--- config.mk ---
export PLATFORM = sky130hd
export DESIGN_NAME = add_multiword_ctrl
export DESIGN_NICKNAME = d
export VERILOG_FILES = /design/src/rtl/add_multiword_ctrl.sv
export SDC_FILE = /design/constraint.sdc
export NUM_CORES = 1
export LEC_CHECK = 0
export CAP_MARGIN = 5
export CORE_MARGIN = 3
export CORE_UTILIZATION = 47
export CTS_CLUSTER_DIAMETER = 100
export DETAILED_ROUTE_END_ITERATION = 8
export GPL_TIMING_DRIVEN = 0
export PLACE_DENSITY_LB_ADDON = 0.1
export SLEW_MARGIN = 20
export SYNTH_ARGS = -nofsm -noshare
export SYNTH_HDL_FRONTEND = slang
export SYNTH_SLANG_ARGS = --single-unit
--- constraint.sdc ---
create_clock -name clk -period 3.2 [get_ports clk]
set_input_delay 0.32 -clock clk [delete_from_list [all_inputs] [get_ports clk]]
set_output_delay 0.32 -clock clk [all_outputs]
set_load 0.005 [all_outputs]
--- src/rtl/add_multiword_ctrl.sv ---
// add_multiword_ctrl: drives one shared N-bit combinational adder limb by limb (LSB first) to form an N*LIMBS-bit sum.
// Optional macro ADD_MULTIWORD_SUBTRACT_EN adds a req_sub input that turns the operation into A-B.
module add_multiword_ctrl #(
  parameter int N     = 32,
  parameter int LIMBS = 4
) (
  input  logic                 clk,
  input  logic                 rst_n,
  input  logic                 req_valid,
  output logic                 req_ready,
  input  logic [N*LIMBS-1:0]   req_a,
  input  logic [N*LIMBS-1:0]   req_b,
  input  logic                 req_carry_in,
`ifdef ADD_MULTIWORD_SUBTRACT_EN
  input  logic                 req_sub,
`endif
  output logic [N-1:0]         add_a,
  output logic [N-1:0]         add_b,
  output logic                 add_carry_in,
  input  logic [N-1:0]         add_c,
  input  logic                 add_carry_out,
  output logic                 rsp_valid,
  input  logic                 rsp_ready,
  output logic [N*LIMBS-1:0]   rsp_sum,
  output logic                 rsp_carry_out,
  output logic                 rsp_overflow
);

  localparam int W  = N * LIMBS;
  localparam int IW = (LIMBS > 1) ? $clog2(LIMBS) : 1;
  localparam logic [IW-1:0] LAST_LIMB = IW'(LIMBS - 1);

  typedef enum logic [1:0] {S_IDLE, S_RUN, S_DONE} state_t;

  state_t          r_state;
  state_t          w_stateNext;
  logic [IW-1:0]   r_limbIdx;
  logic [W-1:0]    r_a;
  logic [W-1:0]    r_b;
  logic [W-1:0]    r_sum;
  logic            r_carry;
  logic [W-1:0]    w_bIn;
  logic            w_carryIn;
  logic            w_accept;
  logic [31:0]     w_base;

  // B' and the initial carry are resolved at accept time so RUN only ever adds.
`ifdef ADD_MULTIWORD_SUBTRACT_EN
  assign w_bIn     = req_sub ? ~req_b : req_b;
  assign w_carryIn = req_sub ? 1'b1 : req_carry_in;
`else
  assign w_bIn     = req_b;
  assign w_carryIn = req_carry_in;
`endif

  assign w_accept = req_valid && req_ready;
  assign w_base   = 32'(r_limbIdx) * 32'(N);

  always_ff @(posedge clk) begin
    if (!rst_n) begin
      r_state <= S_IDLE;
    end else begin
      r_state <= w_stateNext;
    end
  end

  always_comb begin
    w_stateNext  = r_state;
    req_ready    = 1'b0;
    rsp_valid    = 1'b0;
    add_a        = '0;
    add_b        = '0;
    add_carry_in = 1'b0;
    case (r_state)
      S_IDLE: begin
        req_ready = 1'b1;
        if (req_valid) begin
          w_stateNext = S_RUN;
        end
      end
      S_RUN: begin
        add_a        = r_a[w_base +: N];
        add_b        = r_b[w_base +: N];
        add_carry_in = r_carry;
        if (r_limbIdx == LAST_LIMB) begin
          w_stateNext = S_DONE;
        end
      end
      S_DONE: begin
        rsp_valid = 1'b1;
        if (rsp_ready) begin
          w_stateNext = S_IDLE;
        end
      end
      default: w_stateNext = S_IDLE;
    endcase
  end

  // The counter parks on the last limb; it is rewound only when a new request is taken.
  always_ff @(posedge clk) begin
    if (!rst_n) begin
      r_a       <= '0;
      r_b       <= '0;
      r_sum     <= '0;
      r_carry   <= 1'b0;
      r_limbIdx <= '0;
    end else if (w_accept) begin
      r_a       <= req_a;
      r_b       <= w_bIn;
      r_carry   <= w_carryIn;
      r_limbIdx <= '0;
    end else if (r_state == S_RUN) begin
      r_sum[w_base +: N] <= add_c;
      r_carry            <= add_carry_out;
      if (r_limbIdx != LAST_LIMB) begin
        r_limbIdx <= r_limbIdx + IW'(1);
      end
    end
  end

  assign rsp_sum       = r_sum;
  assign rsp_carry_out = r_carry;
  assign rsp_overflow  = (r_a[W-1] == r_b[W-1]) && (r_sum[W-1] != r_a[W-1]);

endmodule

== After elaboration in Yosys (flattened, before gate mapping) ==
Cells that the tools add are included.

* Muxes and demuxes: 12
* Shift-type cells: 4
* Reduce and logical (&&, ||, !) cells: 8
* $add $sub $neg: 2
* Equality and inequality tests: 9
* Bitwise gates (word level): 2

{| class="wikitable"
|+ Operator list
! kind !! number
|-
| 128-bit by 8-bit variable part select with 32-bit output || 2
|-
| 128-bit bitwise mux || 1
|-
| 32-bit by 34-bit variable shift with 128-bit output, first input constant || 1
|-
| 32-bit by 34-bit variable part select with 128-bit output || 1
|-
| 32-bit 2-to-1 mux || 2
|-
| 7-bit negator with 34-bit output || 1
|-
| 2-bit != test, second input constant || 4
|-
| 2-bit 2-to-1 mux || 3
|-
| 2-bit case mux with 3 select lines || 1
|-
| 1-bit 2-to-1 mux || 5
|-
| 2-bit == test, second input constant || 2
|-
| 2-bit AND reduction || 2
|-
| 3-bit AND reduction || 1
|-
| 2-bit by 1-bit adder with 2-bit output, second input constant || 1
|-
| 2-bit by 1-bit == test with 1-bit output, second input constant || 1
|-
| 1-bit logical AND || 2
|-
| 2-bit zero test || 1
|-
| 1-bit NOT || 2
|-
| 2-bit nonzero test || 1
|-
| 2-bit OR reduction || 1
|-
| 1-bit == test || 1
|-
| 1-bit != test || 1
|}

* Register bits after elaboration: 389
* Word-level logic and storage cells: 43
* Output and inout bits: 197
* Bits of input ports: 294

== Depth between registers and ports, before layout ==
* Depth after elaboration: 5
* Depth in mapped cells: 10

== Least setup slack after synthesis ==
OpenSTA, ideal clock, no wires.

* Path kind: flip-flop to flip-flop
* Start: register r_limbIdx[1]
* End: register r_sum[10], in the netlist rsp_sum[10]
* Period minus slack after synthesis: 2.265 ns
* Stages on the path, launching flop included: 10
* Path slack: 0.935 ns
* Arrival time: 2.149 ns
* Library setup time: 0.117 ns
* Buffers on the path: 4
* Path through: dfxtp_1 > buf_2 > buf_1 > inv_1 > ha_1 > nor4bb_1 > and3_1 > buf_2 > buf_4 > a22o_1

* Word-level cells in the longest chain between the ends: 3
* Elaborated cells between the ends (all ways): 4
* Classes of those cells: 1 x add/sub; 2 x shift; 1 x mux

{| class="wikitable"
|+ Ends and longest elaborated chain
! element !! line !! source
|-
| start, declared || 37 || <nowiki>logic [IW-1:0] r_limbIdx;</nowiki>
|-
| start signal, assigned || 116 || <nowiki>r_limbIdx <= r_limbIdx + IW'(1);</nowiki>
|-
| 7-bit negator with 34-bit output * || 113 || <nowiki>r_sum[w_base +: N] <= add_c;</nowiki>
|-
| 32-bit by 34-bit variable part select with 128-bit output or 32-bit by 34-bit variable shift with 128-bit output (tied branches) || 113 ||
|-
| 128-bit bitwise mux * || 113 ||
|-
| end signal, assigned || 104 || <nowiki>r_sum <= '0;</nowiki>
|-
| end signal, assigned by index || 113 ||
|-
| end, declared || 40 || <nowiki>logic [W-1:0] r_sum;</nowiki>
|}

Mark *: on every way between the ends. The rest lies on a longest branch, timed or not.
A chain may end at the register's enable or synchronous reset.

== Final worst setup path ==
* Start: register r_limbIdx[0]
* End: output port add_a[5]

* Word-level cells in the longest chain between the ends: 2

{| class="wikitable"
|+ Ends and longest elaborated chain
! element !! line !! source
|-
| 128-bit by 8-bit variable part select with 32-bit output || 82 || <nowiki>add_a = r_a[w_base +: N];</nowiki>
|-
| 32-bit 2-to-1 mux || 74 || <nowiki>case (r_state)</nowiki>
|-
| end, declared || 17 || <nowiki>output logic [N-1:0] add_a,</nowiki>
|}

No other way between the ends.

==> results by stage <==
STA:
- The hold violation count in the final report is 0.
- The post-route clock skew is 0.01225 ns.
- For the final routed database, the setup TNS stands at 0 ns.
- The minimum period implied by the final worst setup slack is 3.084 ns.
- Static timing analysis puts the maximum clock frequency at 324.2 MHz.
- The number of max-slew violations in the final report is 0.
- The headroom to the max-slew limit is 48.65%.
- The transition at the pin with the smallest max-transition slack is 0.7703 ns.
- The share of the cycle needed by the critical path after routing is 96.38%.
- The final number of setup-violating endpoints is 0.
- Setup repair after global routing left no endpoint under its margin.

Synth:
- The Yosys step of the flow raised 0 warnings.
- The share of the Yosys chip area taken by registers is 49.28%.
- Summing the areas of all compound-gate instances in the mapped netlist gives 19.18% of the synthesized area.
- Synthesis instantiated 36 different standard cells from the library.
- The post-synthesis instance total is 1,665.
- The synthesized netlist devotes 17.45% of its cell area to simple gates.
- When the netlist entered floorplanning its net count stood at 1,965.
- The synthesized netlist devotes 0.05543% of its cell area to XOR and XNOR gates.
- The fraction of the mapped netlist area in adder cells is 0.4751%.
- Synthesis inferred 389 register bits.
- The post-synthesis cell area is 0.01580 sq mm.
- The post-synthesis area per instance is 9.490 sq um.
- After synthesis, the largest family of logic cells by area is compound AO/OA/AOI/OAI gates.
- After synthesis, the share of cell area in mux cells is 9.217%.

Clock network:
- The worst-skew pair later-pin latency is 0.53 ns.
- The number of buffers created by CTS is 41.
- The H-tree was split into 2 levels.
- The number of buffers inserted for hold repair after clock tree synthesis is 0.
- TritonCTS built the clock tree.
- The clock sink total is 389.
- The root buffer cell is clkbuf_16.
- The maximum clock path buffer count is 3.
- The register clock-pin slew on the reported worst setup and hold paths is 0.06 ns.

Finish:
- At the end of the flow, the number of nets in the layout was 2,498.
- In the final layout, the multi-input gates occupy 0.007328 sq mm.
- Of the cells placed in the final design, the portion with a size suffix greater than 1 is 9.825%.
- The register cell area after layout is 0.007787 sq mm.
- Counting the fill cells in the layout gives 2,672.
- Cells fill 68.93% of the core in the end.
- Compared with the post-synthesis result, the final layout area differs by 43.38%.

Drt:
- The aggregate routed wire length is 56.20 mm.
- The number of vias per cell is 5.373.
- In this run, the number of DRC markers left after iteration 0 of detailed routing was 654.
- Summing over every cut layer, the via total after detailed routing is 14.39k.
- After detailed routing, the number of remaining DRC violations is 0.
- The average detailed-routed wire length per instance is 20.98 um.
- In this run the remaining antenna-violating nets after routing total 0.
- The first-pass iteration count of the detailed router is 5.

Global route:
- The wire length of the first global-routing pass is 84.48 mm.
- Global routing used 30.10% of the available tracks.
- Entering global routing, the biggest net connects 15 pins.
- Global routing finished with a remaining overflow of 0.
- The via count of the first global-routing pass is 14.72k.
- The initial antenna violation count was 12.

Setup path:
- The critical path contains buffers and inverters numbering 4 combined.
- The kind of cell with the highest combined delay along the critical path is buffers and inverters.
- The type of origin of the critical path is a register.
- STA classifies the critical path endpoint as an output pin.
- The worst-path maximum fanout is 10.
- STA puts the critical path data arrival time at 2.76 ns.
- STA puts the critical path data required time at 2.88 ns.
- On the critical path, the stage with the largest delay is an instance of mux4_1.
- Traced cell by cell, the critical path runs through buf_4 > buf_6 > buf_6 > mux4_1 > and2_1 > clkdlybuf4s50_1.
- The critical path is of the reg -> out type.
- For this run, the slowest stage of the critical path takes 0.57 ns.
- In this design, the critical path's most frequently occurring cell is buf_6.

Power:
- In this run the power density over the cells is 507.1 mW/mm^2.
- The worst-case IR drop observed on VDD is 0.0004163 V.
- The leakage power total is 8.480 nW.

Place:
- The wire-length estimate of the detail-placed layout is 42.28 mm.
- The count of input and output buffers is 490.
- The global placer's final weighted congestion is 0.8579.

Floorplanning:
- The die is 189.4 um tall.
- The region available for standard cell placement spans 0.03287 sq mm.
- From left edge to right edge, the die measures 189.4 um.
- The die area is 0.03586 sq mm.
- The number of placement rows is 66.
- The initial utilization of the core area, before any placement, comes to 48.08%.
- The top-level I/O count is 491.

Run status:
- The run finished with clean final reports.

Worst hold path:
- The worst min-delay path class is in -> reg.

Job:
- The total of max-cap violations is 0.
kinds of logic after synthesis:
| group | after synthesis |
|---|---|
| and+or+nand+nor | 666 |
| AOI/OAI and AO/OA | 394 |
| DFF | 389 |
| buffers and inverters | 145 |
| muxes | 64 |
| adders and majority gates | 6 |
| xor gates and xnor gates | 1 |
per-layer routing:
| metal | global-route usage, % | routed length [um] | vias to the layer above |
|---|---|---|---|
| met2 | 51.49 | 27080 | 574 |
| met4 | 10.12 | 1841 | 10 |
| li1 | - | - | 6731 |
| met5 | 0 | 62 | - |
| met1 | 37.24 | 22590 | 6959 |
| met3 | 7.591 | 4627 | 119 |
cells in the mapped netlist:
master	n	area (sq um)
nand2_1	583	2188
dfxtp_1	389	7787
a21boi_0	245	1839
a22o_1	96	840.8
buf_2	77	385.4
and2_1	65	406.6
mux4_2	60	1351
clkbuf_1	55	206.5
o22ai_1	32	200.2
a21boi_1	13	97.59
ha_1	6	75.07
buf_4	4	30.03
buf_6	4	45.04
mux4_1	4	105.1
inv_1	3	11.26
nor2_1	3	11.26
nor2b_1	3	18.77
o21ai_0	3	15.01
buf_1	2	7.510
nor4_4	2	42.54
a21boi_2	1	11.26
a21oi_1	1	5.000
a22oi_1	1	7.510
a31oi_1	1	6.260
and3_1	1	6.260
and3b_1	1	8.760
nand2b_1	1	6.260
nand4_1	1	6.260
nand4b_1	1	8.760
nor3b_1	1	7.510
nor3b_2	1	12.51
nor4b_2	1	15.01
nor4bb_1	1	10.01
o21a_1	1	7.510
or3b_1	1	8.760
xnor2_1	1	8.760
worst min-delay path, delay by kind of cell:
family | cells | cell delay (ns)
buffers and inverters | 1 | 0.39
and+or+nand+nor | 1 | 0.06
AOI/OAI and AO/OA | 1 | 0.05
through the flow:
stage / hold slack [ns] / worst slack [ns] / total power, mW / cell area [sq um] / cells
2_1_floorplan: 0.4304 / 0.9346 / 5.951 / 15800 / 1665
3_3_place_gp: 0.4406 / 0.08996 / 6.729 / 21260 / 2597
3_5_place_dp: 0.4473 / 0.08732 / 6.766 / 21260 / 2597
4_1_cts: 0.3254 / 0.004272 / 11.53 / 22630 / 2671
5_1_grt: 0.3495 / 0.02056 / 11.87 / 22650 / 2678
6_report: 0.3418 / 0.1157 / 11.49 / 22660 / 2679
layout by cell type (no fill, tap or decap), types with 43 or more instances in the layout:
master,synthesis,final
a21boi_0,245,245
nand2_1,583,583
mux4_2,60,60
clkbuf_16,0,43
clkbuf_1,55,61
clkdlybuf4s50_1,0,490
a22o_1,96,96
dfxtp_1,389,389
and2_1,65,65
buf_2,77,76
cell type report:
type,count,area share [%]
repair buffers,490,21.65
well taps,442,2.441
clock inverters,12,0.6406
diodes,8,0.08836
flip-flops and latches,389,34.37
clock buffers,62,5.374
plain buffers,142,3.037
multi-input cells,1131,32.35
inverters,3,0.04970
worst paths after layout:
kind	slack, ns	from	cells past startpoint	to
min reg2reg	0.46	r_a[47]	2	r_a[47]
max reg2reg	0.41	r_limbIdx[1]	9	rsp_sum[17]
max	0.12	r_limbIdx[0]	6	add_a[5]
min	0.34	req_a[53]	3	r_a[53]
repair_timing:
item                                    in CTS  in global routing
endpoints found under the setup margin      38                 25
buffers inserted                             0                  0
resized for setup                            6                  4
endpoints found under the hold margin        0                  0
report_power, final:
group          leakage (nW)  switching, mW  total [mW]  internal [mW]
clock                 0.670           1.94        4.81           2.87
combinational          4.63          0.705        1.48          0.775
sequential             3.18          0.125        5.20           5.07
total                  8.48           2.77        11.5           8.72
sequential cells by signal, summed over array words and instances (netlist names):
| signal | flops |
|---|---|
| r_b | 128 |
| rsp_sum | 128 |
| r_limbIdx | 2 |
| r_a | 128 |
| r_state | 2 |
| rsp_carry_out | 1 |
(Power assumes the default switching activity.)
